`config.mk`:
```
export PLATFORM = sky130hd
export DESIGN_NAME = seq_chain_acc
export DESIGN_NICKNAME = d
export VERILOG_FILES = /design/src/rtl/seq_chain_pkg.sv /design/src/rtl/seq_hold_timer.sv /design/src/rtl/seq_chain_acc.sv
export SDC_FILE = /design/constraint.sdc
export NUM_CORES = 1
export LEC_CHECK = 0
export ABC_AREA = 1
export BUFFER_PORTS_ARGS = -buffer_cell sky130_fd_sc_hd__clkbuf_2
export CAP_MARGIN = 20
export CORE_ASPECT_RATIO = 1.75
export CORE_UTILIZATION = 57
export DETAILED_ROUTE_END_ITERATION = 6
export HOLD_SLACK_MARGIN = 0.03
export PLACE_DENSITY = 0.81
export SLEW_MARGIN = 30
export SYNTH_ARGS = -nofsm -noshare
export SYNTH_HDL_FRONTEND = slang
export SYNTH_HIERARCHICAL = 1
export SYNTH_SLANG_ARGS = --single-unit
```
`constraint.sdc`:
```
create_clock -name clk -period 2.62 [get_ports clk]
set_input_delay 0.262 -clock clk [delete_from_list [all_inputs] [get_ports clk]]
set_output_delay 0.262 -clock clk [all_outputs]
set_load 0.05 [all_outputs]
```
`src/rtl/seq_chain_pkg.sv`:
```
// seq_chain_acc shared types and defaults.
// State enum, default parameters, channel-index width helper.
package seq_chain_pkg;

  typedef enum logic [1:0] {
    S_IDLE  = 2'd0,
    S_STAGE = 2'd1,
    S_DONE  = 2'd2
  } state_t;

  localparam int DEF_WIDTH = 8;
  localparam int DEF_CH    = 4;
  localparam int DEF_HOLD  = 10;
  localparam int DEF_ITERS = 1;

  localparam int HOLD_W = 10;
  localparam int ITER_W = 8;

  function automatic int chw(input int n);
    return (n <= 1) ? 1 : $clog2(n);
  endfunction

endpackage

```
`src/rtl/seq_hold_timer.sv`:
```
// Loadable down-counter for channel stage timing.
// expire pulses when the count hits zero; it then reloads HOLD-1.
module seq_hold_timer
  import seq_chain_pkg::*;
#(
  parameter int HOLD = DEF_HOLD
) (
  input  logic              clk,
  input  logic              rst,
  input  logic              load,
  input  logic [HOLD_W-1:0] load_val,
  input  logic              en,
  output logic              expire
);

  localparam logic [HOLD_W-1:0] RELOAD = HOLD_W'(HOLD - 1);

  logic [HOLD_W-1:0] cnt;

  assign expire = en && (cnt == '0);

  // count down while enabled, wrap to HOLD-1 on expiry
  always_ff @(posedge clk) begin
    if (!rst) begin
      cnt <= '0;
    end else if (load) begin
      cnt <= load_val;
    end else if (en) begin
      cnt <= (cnt == '0) ? RELOAD : cnt - 1'b1;
    end
  end

endmodule

```
`src/rtl/seq_chain_acc.sv`:
```
// Sequential per-channel accumulator, HOLD cycles per channel stage.
// Define SEQ_CHAIN_SAT_EN for saturating adds (default: wrap).
module seq_chain_acc
  import seq_chain_pkg::*;
#(
  parameter int WIDTH = DEF_WIDTH,
  parameter int CH    = DEF_CH,
  parameter int HOLD  = DEF_HOLD,
  parameter int ITERS = DEF_ITERS
) (
  input  logic                  clk,
  input  logic                  rst,
  input  logic                  start,
  input  logic                  clr,
  input  logic [CH*WIDTH-1:0]   inc_bus,
  output logic [CH*WIDTH-1:0]   acc_bus,
  output logic                  busy,
  output logic                  done,
  output logic [chw(CH)-1:0]    ch_idx
);

  localparam int CW = chw(CH);
  localparam logic [CW-1:0] LAST_CH = CW'(CH - 1);
  localparam logic [ITER_W-1:0] LAST_IT = ITER_W'(ITERS - 1);

  state_t state, nstate;

  logic [ITER_W-1:0] iter;
  logic              fresh;
  logic              expire;
  logic              tload;
  logic              ten;
  logic              upd;
  logic              step;
  logic [CW-1:0]     upd_ch;
  logic [CW-1:0]     nxt_ch;
  logic [WIDTH-1:0]  acc [CH];

`ifdef SEQ_CHAIN_SAT_EN
  function automatic logic [WIDTH-1:0] add_ch(
    input logic [WIDTH-1:0] a,
    input logic [WIDTH-1:0] b
  );
    logic [WIDTH:0] s;
    s = {1'b0, a} + {1'b0, b};
    return s[WIDTH] ? '1 : s[WIDTH-1:0];
  endfunction
`else
  function automatic logic [WIDTH-1:0] add_ch(
    input logic [WIDTH-1:0] a,
    input logic [WIDTH-1:0] b
  );
    return a + b;
  endfunction
`endif

  assign nxt_ch = (ch_idx == LAST_CH) ? '0 : ch_idx + 1'b1;

  seq_hold_timer #(
    .HOLD(HOLD)
  ) u_timer (
    .clk     (clk),
    .rst     (rst),
    .load    (tload),
    .load_val('0),
    .en      (ten),
    .expire  (expire)
  );

  // next state and per-edge update controls
  always_comb begin
    nstate = state;
    tload  = 1'b0;
    ten    = 1'b0;
    upd    = 1'b0;
    step   = 1'b0;
    upd_ch = ch_idx;
    unique case (state)
      S_IDLE: begin
        if (start) begin
          nstate = S_STAGE;
          tload  = 1'b1;
        end
      end
      S_STAGE: begin
        ten = 1'b1;
        if (expire) begin
          if (fresh) begin
            upd = 1'b1;
          end else if (ch_idx == LAST_CH && iter == LAST_IT) begin
            nstate = S_DONE;
          end else begin
            upd    = 1'b1;
            step   = 1'b1;
            upd_ch = nxt_ch;
          end
        end
      end
      S_DONE: nstate = S_IDLE;
      default: nstate = S_IDLE;
    endcase
  end

  // state register; clr forces idle
  always_ff @(posedge clk) begin
    if (!rst) begin
      state <= S_IDLE;
    end else if (clr) begin
      state <= S_IDLE;
    end else begin
      state <= nstate;
    end
  end

  // channel index, iteration and first-update flag
  always_ff @(posedge clk) begin
    if (!rst) begin
      ch_idx <= '0;
      iter   <= '0;
      fresh  <= 1'b0;
    end else if (clr) begin
      ch_idx <= '0;
      iter   <= '0;
      fresh  <= 1'b0;
    end else if (tload) begin
      ch_idx <= '0;
      iter   <= '0;
      fresh  <= 1'b1;
    end else if (upd) begin
      fresh <= 1'b0;
      if (step) begin
        ch_idx <= nxt_ch;
        if (ch_idx == LAST_CH) begin
          iter <= iter + 1'b1;
        end
      end
    end else if (state == S_DONE) begin
      ch_idx <= '0;
      iter   <= '0;
    end
  end

  // accumulate the selected channel on its update edge
  always_ff @(posedge clk) begin
    for (int p = 0; p < CH; p++) begin
      if (!rst) begin
        acc[p] <= '0;
      end else if (clr) begin
        acc[p] <= '0;
      end else if (upd && upd_ch == CW'(p)) begin
        acc[p] <= add_ch(acc[p], inc_bus[p*WIDTH +: WIDTH]);
      end
    end
  end

  for (genvar g = 0; g < CH; g++) begin : g_pack
    assign acc_bus[g*WIDTH +: WIDTH] = acc[g];
  end

  assign busy = (state == S_STAGE);
  assign done = (state == S_DONE);

endmodule

```
### Word level (Yosys, flattened, before mapping)

Memory sizes are Yosys's and may differ from the RTL's.
Index checks and enable logic that the tools add are counted.

| storage, ports and cells | value |
|---|---|
| register bits | 23 |
| bits in writable memories | 32 |
| input port bits | 36 |
| output and inout port bits | 36 |
| logic and storage cells | 110 |
| memories kept | 1 |

| cells by class | value |
|---|---|
| add/subtract/negate cells | 7 |
| equality and inequality tests | 12 |
| mux-type cells | 58 |
| bitwise logic cells | 9 |
| reduce and logical (&&, ||, !) cells | 18 |

Memory list:

| name | words | width | rd ports | clocked after Yosys merged registers in | wr ports | line | text |
|---|---|---|---|---|---|---|---|
| acc | 4 | 8 | 4 | 0 | 4 | seq_chain_acc.sv:37 | `logic [WIDTH-1:0] acc [CH];` |

Operators by type and width:

| kind | number |
|---|---|
| $mux 8 | 12 |
| $add 8x8->8 | 4 |
| $mux 1 | 32 |
| $mux 2 | 12 |
| $logic_not 10->1 | 1 |
| $mux 10 | 1 |
| $sub 10x1->10 const B | 1 |
| $add 8x1->8 const B | 1 |
| $eq 2x2->1 const B | 4 |
| $logic_not 8->1 | 1 |
| $ne 2x1->1 const B | 4 |
| $or 1x1->1 | 8 |
| $logic_and 1x1->1 | 6 |
| $eq 2x1->1 const B | 2 |
| $logic_not 2->1 | 2 |
| $ne 2x2->1 const B | 2 |
| $pmux 2 s2 | 1 |
| $reduce_and 4->1 | 1 |
| $reduce_bool 2->1 | 2 |
| $reduce_or 2->1 | 2 |
| $reduce_and 3->1 | 1 |
| $reduce_or 3->1 | 1 |
| $add 2x1->2 const B | 1 |
| $reduce_and 2->1 | 1 |
| $not 1->1 | 1 |

### Depth between registers and ports, before layout

| logic depth | value |
|---|---|
| depth in word-level cells | 13 |
| gate-level depth with buffers | 14 |

### By module

Netlist, hierarchy kept.

Modules (own cells, without submodules):

| module | times used | cells an instance | area an instance (um^2) |
|---|---|---|---|
| seq_chain_acc | 1 | 404 | 3418.3 |
| seq_hold_timer | 1 | 112 | 715.7 |

### Worst setup path after synthesis

No wires, ideal clock.

| path | value |
|---|---|
| path kind | reg2reg |
| start point | reg state[1] |
| end point | mem acc[1][0] in the netlist's numbering, enable pin |
| data arrival time | 2.248 ns |
| setup slack | 0.044 ns |
| stages on the path, launching flop included | 15 |
| path buffers | 1 |
| period minus slack after synthesis | 2.576 ns |
| cell sequence | dfxtp_1 inv_1 nand2_1 inv_1 buf_2 inv_1 nor2_1 nand3_4 nor2_8 nand2_4 nand2_4 nand2_8 inv_6 nand3_4 nand2_1 |

RTL lines:

| what | line | text |
|---|---|---|
| from (decl) | seq_chain_acc.sv:26 | `state_t state, nstate;` |
| from (signal assigned) | seq_chain_acc.sv:111 | `state <= nstate;` |
| to (decl) | seq_chain_acc.sv:37 |  |

==> flow_summary.toml <==
[outcome]
status = "complete, no violations"

[routing]
drtPass1Iterations = 4
vias_per_cell = 5.31
vias = 3669
wl_um = 9050
drt_iter0_markers = 127
drtAntennaViolNets = 0
wl_per_cell_um = 13.1
drc = 0

[worst_setup_path]
slowest_delay_ns = 0.33
required_ns = 2.58
cp_slowest_cell = "dfxtp_1"
ff2ff_path_depth = 14
r2r-start = "u_timer/cnt[1]$_SDFFE_PN0P_"
r2r-end = "acc[1][1]$_SDFFCE_PN0P_"
r2r_setup_slack_ns = 0.24
worstPathCellList = "inv_1 -> ha_1 -> nand2_1 -> nor2_1 -> nand3_1 -> nor2_1 -> nand3_4 -> nor2_8 -> nand2_4 -> nand2_4 -> nand2_8 -> inv_6 -> nand3_4 -> nand2_1"
worst_setup_path_end_kind = "register"
worstPathArrival_ns = 2.34
critPathTopFamily = "simple AND/OR/NAND/NOR gates"
cp-start-kind = "register"
crit_type = "reg2reg"
worst-path-max-fanout = 8
crit_buf_inv = 2

[clocking]
ctsLongestPathBuffers = 2
cts_inserted_buffers = 5
cts_tree = "yes"
clk_latency_ns = 0.30
cts.sinks = 55
cts.htree.levels = 2
cts_setup_buffers = 0
clk_pin_slew_worst_paths_ns = 0.07
cts_root_buf = "clkbuf_16"

[synth]
synth-seq-cells = 55
synth-warning-count = 6
seq_area_frac_synth = 0.344
synth_cells = 516
synthAdderAreaFrac = 0.116
yosys.area_share.simple = 0.287
synth-compound-area-share = 0.113
synth_mux_area_frac = 0
netlist_area_sq_um = 4130
synth_top_family_by_area = "simple AND/OR/NAND/NOR gates"
syn_avg_cell_area_sq_um = 8.01
synth_xor_area_frac = 0.0445
ys_types = 40

[sta]
finalSetupViolCount = 0
fmax_ghz = 0.420
period_needed_ns = 2.38
rsz0062_at_grt = "no"
slew_viol_final = 0
timing.hold.ws_ns = 0.242
timing.setup.tns_ns = 0
skew_ns = 0.00674
slew_headroom = 0.663
hold_viol_final = 0
fin_crit_sh = 0.909
max_slew.worst_pin.slew_ns = 0.505

[floorplan]
fp-row-count = 40
initial_core_util = 0.594
num_io_pins = 72
core_sq_um = 6960
chipHeight_um = 115
fp.dieW_um = 66.4
die_area_sq_um = 7610

[final_layout]
fill_cells = 583
final_util = 0.689
area_delta_synth_final_pct = 16.0
drive_gt1_frac = 0.222
final_cell_mix = "93 x nand2_1, 90 x inv_1, 71 x clkbuf_2"
final_common_cell = "nand2_1"
final_cell_area_sq_um = 4800
finalNetCount = 678
n_antenna_cell = 0

[power_and_ir_drop]
p_leak_nw = 2.42
total_power_w = 0.00216
ir_drop_mv = 0.408
p_per_area_nw_per_um2 = 451

[placed_design]
place_congestion = 0.884
port-buffer-count = 71
dpl.hpwl_um = 7210
placed_area_sq_um = 4650

[global_route]
grt_pass1_vias = 3601
use_met2 = 0.504
grtUsageTotal = 0.250
grt_busiest_layer = "met2"
grt_pass1_wl_um = 14600
grt_util_met1 = 0.227
use_met3 = 0.0448
gr-total-overflow = 0
antenna_found_initial = 0
grt_max_degree = 17

[hold_path]
hp-class = "in2reg"
min_to = "u_timer/cnt[3]$_SDFFE_PN0P_"
whs_path_depth = 3
min-delay-start = "rst"

[flow_run]
cap_violations = 0
[cell usage after synthesis, drive strengths merged]
cell type	n	area (sq um)
nand2	105	455
inv	96	368
nor2	63	327
a21oi	41	243
nand3	41	283
edfxtp	32	961
ha	32	400
dfxtp	23	460
xor2	18	158
nand4	15	93.8
o21ai	12	60.1
a22oi	6	45.0
a31oi	6	37.5
a21o	5	37.5
a21boi	4	30.0
fa	4	80.1
buf	3	21.3
xnor2	3	26.3
nand3b	2	15.0
a31o	1	8.76
conb	1	3.75
nor4	1	6.26
o21bai	1	7.51
or2	1	6.26
[logic make-up after synthesis]
| group | after synthesis |
|---|---|
| and+or+nand+nor | 228 |
| buffers and inverters | 99 |
| xor gates and xnor gates | 21 |
| DFF | 55 |
| other | 1 |
| AOI/OAI and AO/OA | 76 |
| adders and majority gates | 36 |
[stage by stage]
| stage | setup WS (ns) | std cells |
|---|---|---|
| global route | 0.0771 | 691 |
| global placement | 0.304 | 683 |
| detailed placement | 0.211 | 683 |
| floorplan | 0.0436 | 525 |
| finish | 0.239 | 691 |
| CTS | 0.168 | 691 |
[area by class of cell]
type / instances / area (sq um) / share of cell area
clock buffers: 6 / 129 / 0.0269
flip-flops and latches: 55 / 1420 / 0.296
inverters: 96 / 368 / 0.0767
clock inverters: 2 / 12.5 / 0.00261
repair buffers: 77 / 400 / 0.0835
multi-input cells: 371 / 2360 / 0.492
well taps: 84 / 105 / 0.0219
[per-layer routing]
metal | up-vias | part of all wire
met4 | 0 | 0.026
met2 | 98 | 0.57
met1 | 1688 | 0.37
met3 | 21 | 0.037
li1 | 1862 | -
met5 | - | 0
[timing repair]
item                                    4_1_cts  5_1_grt
hold buffers                                  0        0
endpoints found under the setup margin        0        8
gates resized for setup                       0        1
[worst max-delay path by stage]
stage                                     start                       to  depth (start not counted)
floorplan                 state[1]$_SDFFE_PP0P_  acc[1][0]$_SDFFCE_PN0P_                         14
global placement    u_timer/cnt[1]$_SDFFE_PN0P_  acc[0][1]$_SDFFCE_PN0P_                         14
detailed placement  u_timer/cnt[1]$_SDFFE_PN0P_  acc[0][2]$_SDFFCE_PN0P_                         14
CTS                 u_timer/cnt[0]$_SDFFE_PN0P_  acc[0][5]$_SDFFCE_PN0P_                         14
global route        u_timer/cnt[1]$_SDFFE_PN0P_  acc[1][4]$_SDFFCE_PN0P_                         14
finish              u_timer/cnt[1]$_SDFFE_PN0P_  acc[1][1]$_SDFFCE_PN0P_                         14
[worst min-delay path, delay by kind of cell]
family | cells | cell delay, ns
AOI/OAI and AO/OA | 2 | 0.13
buffers and inverters | 1 | 0.10
[flip-flops by register name, indices dropped and copies added, names as in the netlist]
name and cells:
state 2, ch_idx 2, iter 8, acc 32, u_timer/cnt 10, fresh 1
[power breakdown]
group	internal, W	total [W]	switching, W
combinational	0.000178	0.000531	0.000353
sequential	0.000947	0.000978	0.0000312
clock	0.000353	0.000652	0.000300
Power figures use the tool's default switching activity.
